$ cat src/rtl/uart_pkg.sv
// Shared UART definitions used by both the transmit and receive sides.
package uart_pkg;

    // Frame-level state encoding shared by the TX and RX state machines.
    typedef enum logic [2:0] {
        IDLE   = 3'd0,
        START  = 3'd1,
        DATA   = 3'd2,
        PARITY = 3'd3,
        STOP   = 3'd4
    } tx_state_t;

    // Parity-type selector values.
    localparam logic PAR_EVEN = 1'b0;
    localparam logic PAR_ODD  = 1'b1;

endpackage

$ cat src/rtl/parity_calc.sv
// Combinational parity generator.
// Even parity is the XOR of all data bits; odd parity is its complement.
module parity_calc
    import uart_pkg::*;
#(
    parameter int WIDTH = 8
) (
    input  logic [WIDTH-1:0] data,
    input  logic             par_type,
    output logic             parity_bit
);

    // Fold the word down to one bit, then invert it for odd parity.
    always_comb begin
        parity_bit = (^data) ^ (par_type == PAR_ODD);
    end

endmodule

$ cat src/rtl/uart_tx.sv
// UART transmitter: one bit per clk cycle.
// Frame: start (0), DATA_WIDTH data bits LSB first, optional parity, stop (1).
// The word and its parity configuration are captured only in IDLE, so
// input activity while a frame is in flight cannot disturb that frame.
module uart_tx
    import uart_pkg::*;
#(
    parameter int DATA_WIDTH = 8
) (
    input  logic                  clk,
    input  logic                  reset,
    input  logic [DATA_WIDTH-1:0] p_data_in,
    input  logic                  data_valid_in,
    input  logic                  par_en_in,
    input  logic                  par_type_in,
    output logic                  tx_out,
    output logic                  busy_out
);

    localparam int CNT_W = (DATA_WIDTH > 1) ? $clog2(DATA_WIDTH) : 1;
    localparam logic [CNT_W-1:0] LAST_BIT = CNT_W'(DATA_WIDTH - 1);

    tx_state_t             state;
    logic [CNT_W-1:0]      bit_cnt;
    logic [CNT_W-1:0]      next_cnt;
    logic [DATA_WIDTH-1:0] data_reg;
    logic                  par_en_reg;
    logic                  par_type_reg;
    logic                  parity_bit;

    // Parity is derived from the latched word only, never from the live inputs.
    parity_calc #(
        .WIDTH (DATA_WIDTH)
    ) u_parity (
        .data       (data_reg),
        .par_type   (par_type_reg),
        .parity_bit (parity_bit)
    );

    // Index of the data bit that goes out on the next cycle.
    always_comb begin
        next_cnt = bit_cnt + CNT_W'(1);
    end

    // Frame FSM with bit counter, data latch and registered line/busy outputs.
    always_ff @(posedge clk) begin
        if (reset) begin
            state        <= IDLE;
            bit_cnt      <= '0;
            data_reg     <= '0;
            par_en_reg   <= 1'b0;
            par_type_reg <= PAR_EVEN;
            tx_out       <= 1'b1;
            busy_out     <= 1'b0;
        end else begin
            case (state)
                IDLE: begin
                    tx_out   <= 1'b1;
                    busy_out <= 1'b0;
                    bit_cnt  <= '0;
                    if (data_valid_in) begin
                        data_reg     <= p_data_in;
                        par_en_reg   <= par_en_in;
                        par_type_reg <= par_type_in;
                        state        <= START;
                        tx_out       <= 1'b0;
                        busy_out     <= 1'b1;
                    end
                end

                START: begin
                    state   <= DATA;
                    bit_cnt <= '0;
                    tx_out  <= data_reg[0];
                end

                DATA: begin
                    if (bit_cnt == LAST_BIT) begin
                        bit_cnt <= '0;
                        if (par_en_reg) begin
                            state  <= PARITY;
                            tx_out <= parity_bit;
                        end else begin
                            state  <= STOP;
                            tx_out <= 1'b1;
                        end
                    end else begin
                        bit_cnt <= next_cnt;
                        tx_out  <= data_reg[next_cnt];
                    end
                end

                PARITY: begin
                    state  <= STOP;
                    tx_out <= 1'b1;
                end

                STOP: begin
                    state    <= IDLE;
                    tx_out   <= 1'b1;
                    busy_out <= 1'b0;
                end

                default: begin
                    state    <= IDLE;
                    bit_cnt  <= '0;
                    tx_out   <= 1'b1;
                    busy_out <= 1'b0;
                end
            endcase
        end
    end

endmodule

$ cat config.mk
export PLATFORM = sky130hd
export DESIGN_NAME = uart_tx
export DESIGN_NICKNAME = d
export VERILOG_FILES = /design/src/rtl/uart_pkg.sv /design/src/rtl/parity_calc.sv /design/src/rtl/uart_tx.sv
export SDC_FILE = /design/constraint.sdc
export NUM_CORES = 1
export LEC_CHECK = 0
export ABC_CLOCK_PERIOD_IN_PS = 1840
export CAP_MARGIN = 30
export CORE_ASPECT_RATIO = 0.9
export CORE_MARGIN = 1
export CORE_UTILIZATION = 47
export DETAILED_ROUTE_END_ITERATION = 10
export GPL_TIMING_DRIVEN = 0
export PLACE_DENSITY = 0.72
export SETUP_SLACK_MARGIN = 0.05
export SYNTH_ARGS = -nofsm -noshare
export SYNTH_HDL_FRONTEND = slang
export SYNTH_SLANG_ARGS = --single-unit
$ cat constraint.sdc
create_clock -name clk -period 1.84 [get_ports clk]
set_clock_uncertainty 0.1 [all_clocks]
set_input_delay 0.368 -clock clk [delete_from_list [all_inputs] [get_ports clk]]
set_output_delay 0.368 -clock clk [all_outputs]
set_load 0.01 [all_outputs]
==> results.json, run 1 <==
{
  "status": "completed",
  "max_slew.worst_pin.slew_ns": 0.628,
  "antenna_cells": 0,
  "arrival_ns": 1.95,
  "post-route-min-period_ns": 1.82,
  "start_util": 0.509,
  "routabilityCongestion": 0.792,
  "hold_path.startpoint": "par_type_reg$_SDFFE_PP0P_",
  "crit_required_ns": 1.98,
  "io-pin-count": 15,
  "seq_area_frac_synth": 0.366,
  "ys_async_sr_fraction": 0,
  "synth-edff-count": 0,
  "critical_path.slowest_cell": "mux4_2",
  "cp-start-kind": "flop",
  "ys_warn_count": 0,
  "insertion_delay_ns": 0.29,
  "io_buffer_count": 14,
  "whs_endpoint": "par_type_reg$_SDFFE_PP0P_",
  "p_leak_nw": 0.437,
  "layout-drive-gt1-share": 0.132,
  "r2r-start": "bit_cnt[0]$_SDFFE_PP0N_",
  "clockBufferDepth": 2,
  "pre_cts_slack_ns": -0.232,
  "route.detailed.drc": 0,
  "drt_iter0_markers": 13,
  "setup_viol": 0,
  "via_count": 830,
  "cts_made_buffers": 3,
  "nNetsFinal": 145,
  "synth_top_area_frac": 0.366,
  "synth_flop_cell": "dfxtp_1",
  "cts-root-buf": "clkbuf_4",
  "cp_cell_sequence": "ha_4 > ha_4 > mux2i_1 > mux4_2 > a21o_1 > a21oi_2",
  "grt_start_max_net_pins": 11,
  "path_max_fanout": 5,
  "antenna_found_initial": 0,
  "power.internal_mw": 0.603,
  "avgRoutedWirePerCell_um": 12.7,
  "syn_area_sq_um": 983,
  "drt-total-wl_um": 1960,
  "setup_slack_ns": 0.0232,
  "fin_crit_sh": 0.987,
  "whs_path_depth": 2,
  "maxSlewHeadroom": 0.579,
  "core-area_sq_um": 1930,
  "grt-ovfl-total": 0,
  "p_per_area_nw_per_um2": 685,
  "viasPerCell": 5.39,
  "antenna_left": 0,
  "swShare": 0.274,
  "rows": 15,
  "power_frac_seq": 0.526,
  "synth_most_common_cell": "nand2_1",
  "worstRegToRegCells": 6,
  "rsz0062_at_grt": "yes",
  "reg2reg_to": "tx_out$_SDFF_PP1_",
  "ff2ff_setup_slack_ns": 0.02,
  "path_clk_slew_ns": 0.10,
  "die_w_um": 50.2,
  "synth_common_cells": "nand2_1, dfxtp_1, a21oi_1",
  "maxCapViolCount": 0,
  "clkPwrFrac": 0.247,
  "grt_pass1_vias": 742,
  "synthTopCellsByArea": "dfxtp_1, nand2_1, a21oi_1",
  "cts-htree-levels": 1,
  "finalMaxSlewViolations": 0,
  "max_freq_ghz": 0.550,
  "synth.distinct_cells": 35,
  "die_area_sq_um": 2280,
  "hold_viol_final": 0,
  "synth_nets": 126,
  "grt_first_pass_wirelength_um": 3310,
  "die_y_um": 45.4,
  "dr.pass1.iters": 4,
  "fin_util": 0.627,
  "worst_path_largest_cell_delay_ns": 0.47,
  "ir_worst_vdd_mv": 0.412,
  "combPwrFrac": 0.227,
  "avgSynthCellArea_sq_um": 8.86,
  "syn_inst": 111,
  "p_sw_mw": 0.227,
  "end_kind": "flop",
  "dp_hpwl_um": 1470,
  "cp_common_cell": "ha_4",
  "synth_top_cell_by_area": "dfxtp_1",
  "ys_ff_latch": 18,
  "cts_tree": "yes",
  "path_class": "flop to flop",
  "syn2layout_area_growth_pct": 23.2,
  "hp-class": "flop to flop",
  "grt_use_total": 0.201,
  "cts.sinks": 18,
  "largest_reg_flops": 8
}
==> per-layer routing <==
metal | GRT usage | up-vias | share of wire
met5 | 0 | - | 0
met4 | 0.109 | 0 | 0.013
met3 | 0.0300 | 4 | 0.027
met2 | 0.333 | 12 | 0.50
met1 | 0.256 | 392 | 0.46
li1 | - | 422 | -
==> power by group through the flow <==
stage,Clock (mW),Combinational (mW),Sequential (mW)
2_1_floorplan,0,0.125,0.442
3_3_place_gp,0,0.180,0.446
3_5_place_dp,0,0.185,0.447
4_1_cts,0.209,0.189,0.437
5_1_grt,0.224,0.206,0.441
6_report,0.205,0.188,0.437
==> kinds of logic after synthesis <==
family / after synthesis / synth area share
AND/OR/NAND/NOR: 42 / 0.197
XOR/XNOR: 6 / 0.0967
flip-flops: 18 / 0.366
AO/OA/AOI/OAI: 27 / 0.184
adder cells (fa/ha/maj): 2 / 0.0254
buffers and inverters: 9 / 0.0394
multiplexers: 7 / 0.0903
==> critical path: cells and delay by family (launching register included) <==
| family | cells | cell delay (ns) |
|---|---|---|
| multiplexers | 2 | 0.59 |
| flip-flops | 1 | 0.37 |
| adder cells (fa/ha/maj) | 2 | 0.42 |
| AO/OA/AOI/OAI | 2 | 0.28 |
==> timing repair <==
action / in CTS / in global routing
buffers inserted: 1 / 0
endpoints found under the setup margin: 1 / 1
pin swaps: 2 / 2
resized for setup: 1 / 0
hold buffers: 0 / 0
==> area by class of cell <==
| type | count | area (sq um) |
|---|---|---|
| fillers | 165 | 722 |
| multi-input cells | 84 | 609 |
| flip-flops and latches | 18 | 365 |
| repair buffers | 15 | 148 |
| well taps | 25 | 31.3 |
| clock buffers | 4 | 26.3 |
| plain buffers | 6 | 23.8 |
| inverters | 2 | 7.51 |
==> layout by cell type, fill, tap and decap left out, types with 2 or more instances in the layout <==
master           Yosys  layout
a2111oi_2            2       2
nor2_1               8       8
a2bb2oi_1            3       3
clkdlybuf4s50_1      0      14
inv_1                2       2
clkbuf_1             5       6
nand2_1             24      24
a21oi_1             15      15
dfxtp_1             18      16
xnor3_1              2       2
xnor2_1              2       2
o21ai_0              2       2
ha_4                 0       2
mux2i_1              4       4
clkbuf_4             0       3
==> through the flow <==
stage	cells	TNS [ns]	instance area, sq um	hold WS (ns)	power (mW)
floorplan	111	0	1020	0.337	0.568
global placement	150	-1.10	1190	0.360	0.626
detailed placement	150	-1.54	1190	0.365	0.631
CTS	154	0	1210	0.379	0.835
global route	154	-0.0434	1210	0.403	0.871
finish	154	0	1210	0.376	0.830
==> worst max path at each step <==
| stage | slack (ns) | start | endpoint |
|---|---|---|---|
| after floorplan | 0.01 | bit_cnt[0]$_SDFFE_PP0N_ | tx_out$_SDFF_PP1_ |
| after global placement | -0.18 | reset | tx_out$_SDFF_PP1_ |
| after detailed placement | -0.23 | reset | tx_out$_SDFF_PP1_ |
| after CTS | 0.0007 | bit_cnt[0]$_SDFFE_PP0N_ | tx_out$_SDFF_PP1_ |
| after global routing | -0.04 | bit_cnt[0]$_SDFFE_PP0N_ | tx_out$_SDFF_PP1_ |
| final | 0.02 | bit_cnt[0]$_SDFFE_PP0N_ | tx_out$_SDFF_PP1_ |
Power figures use the tool's default switching activity.
==> inputs of run 2 (changes only) <==
- ABC_CLOCK_PERIOD_IN_PS: 1840 -> default
==> results of run 2 <==
No change in the layout: final DEF, timing and power equal those of run 1.
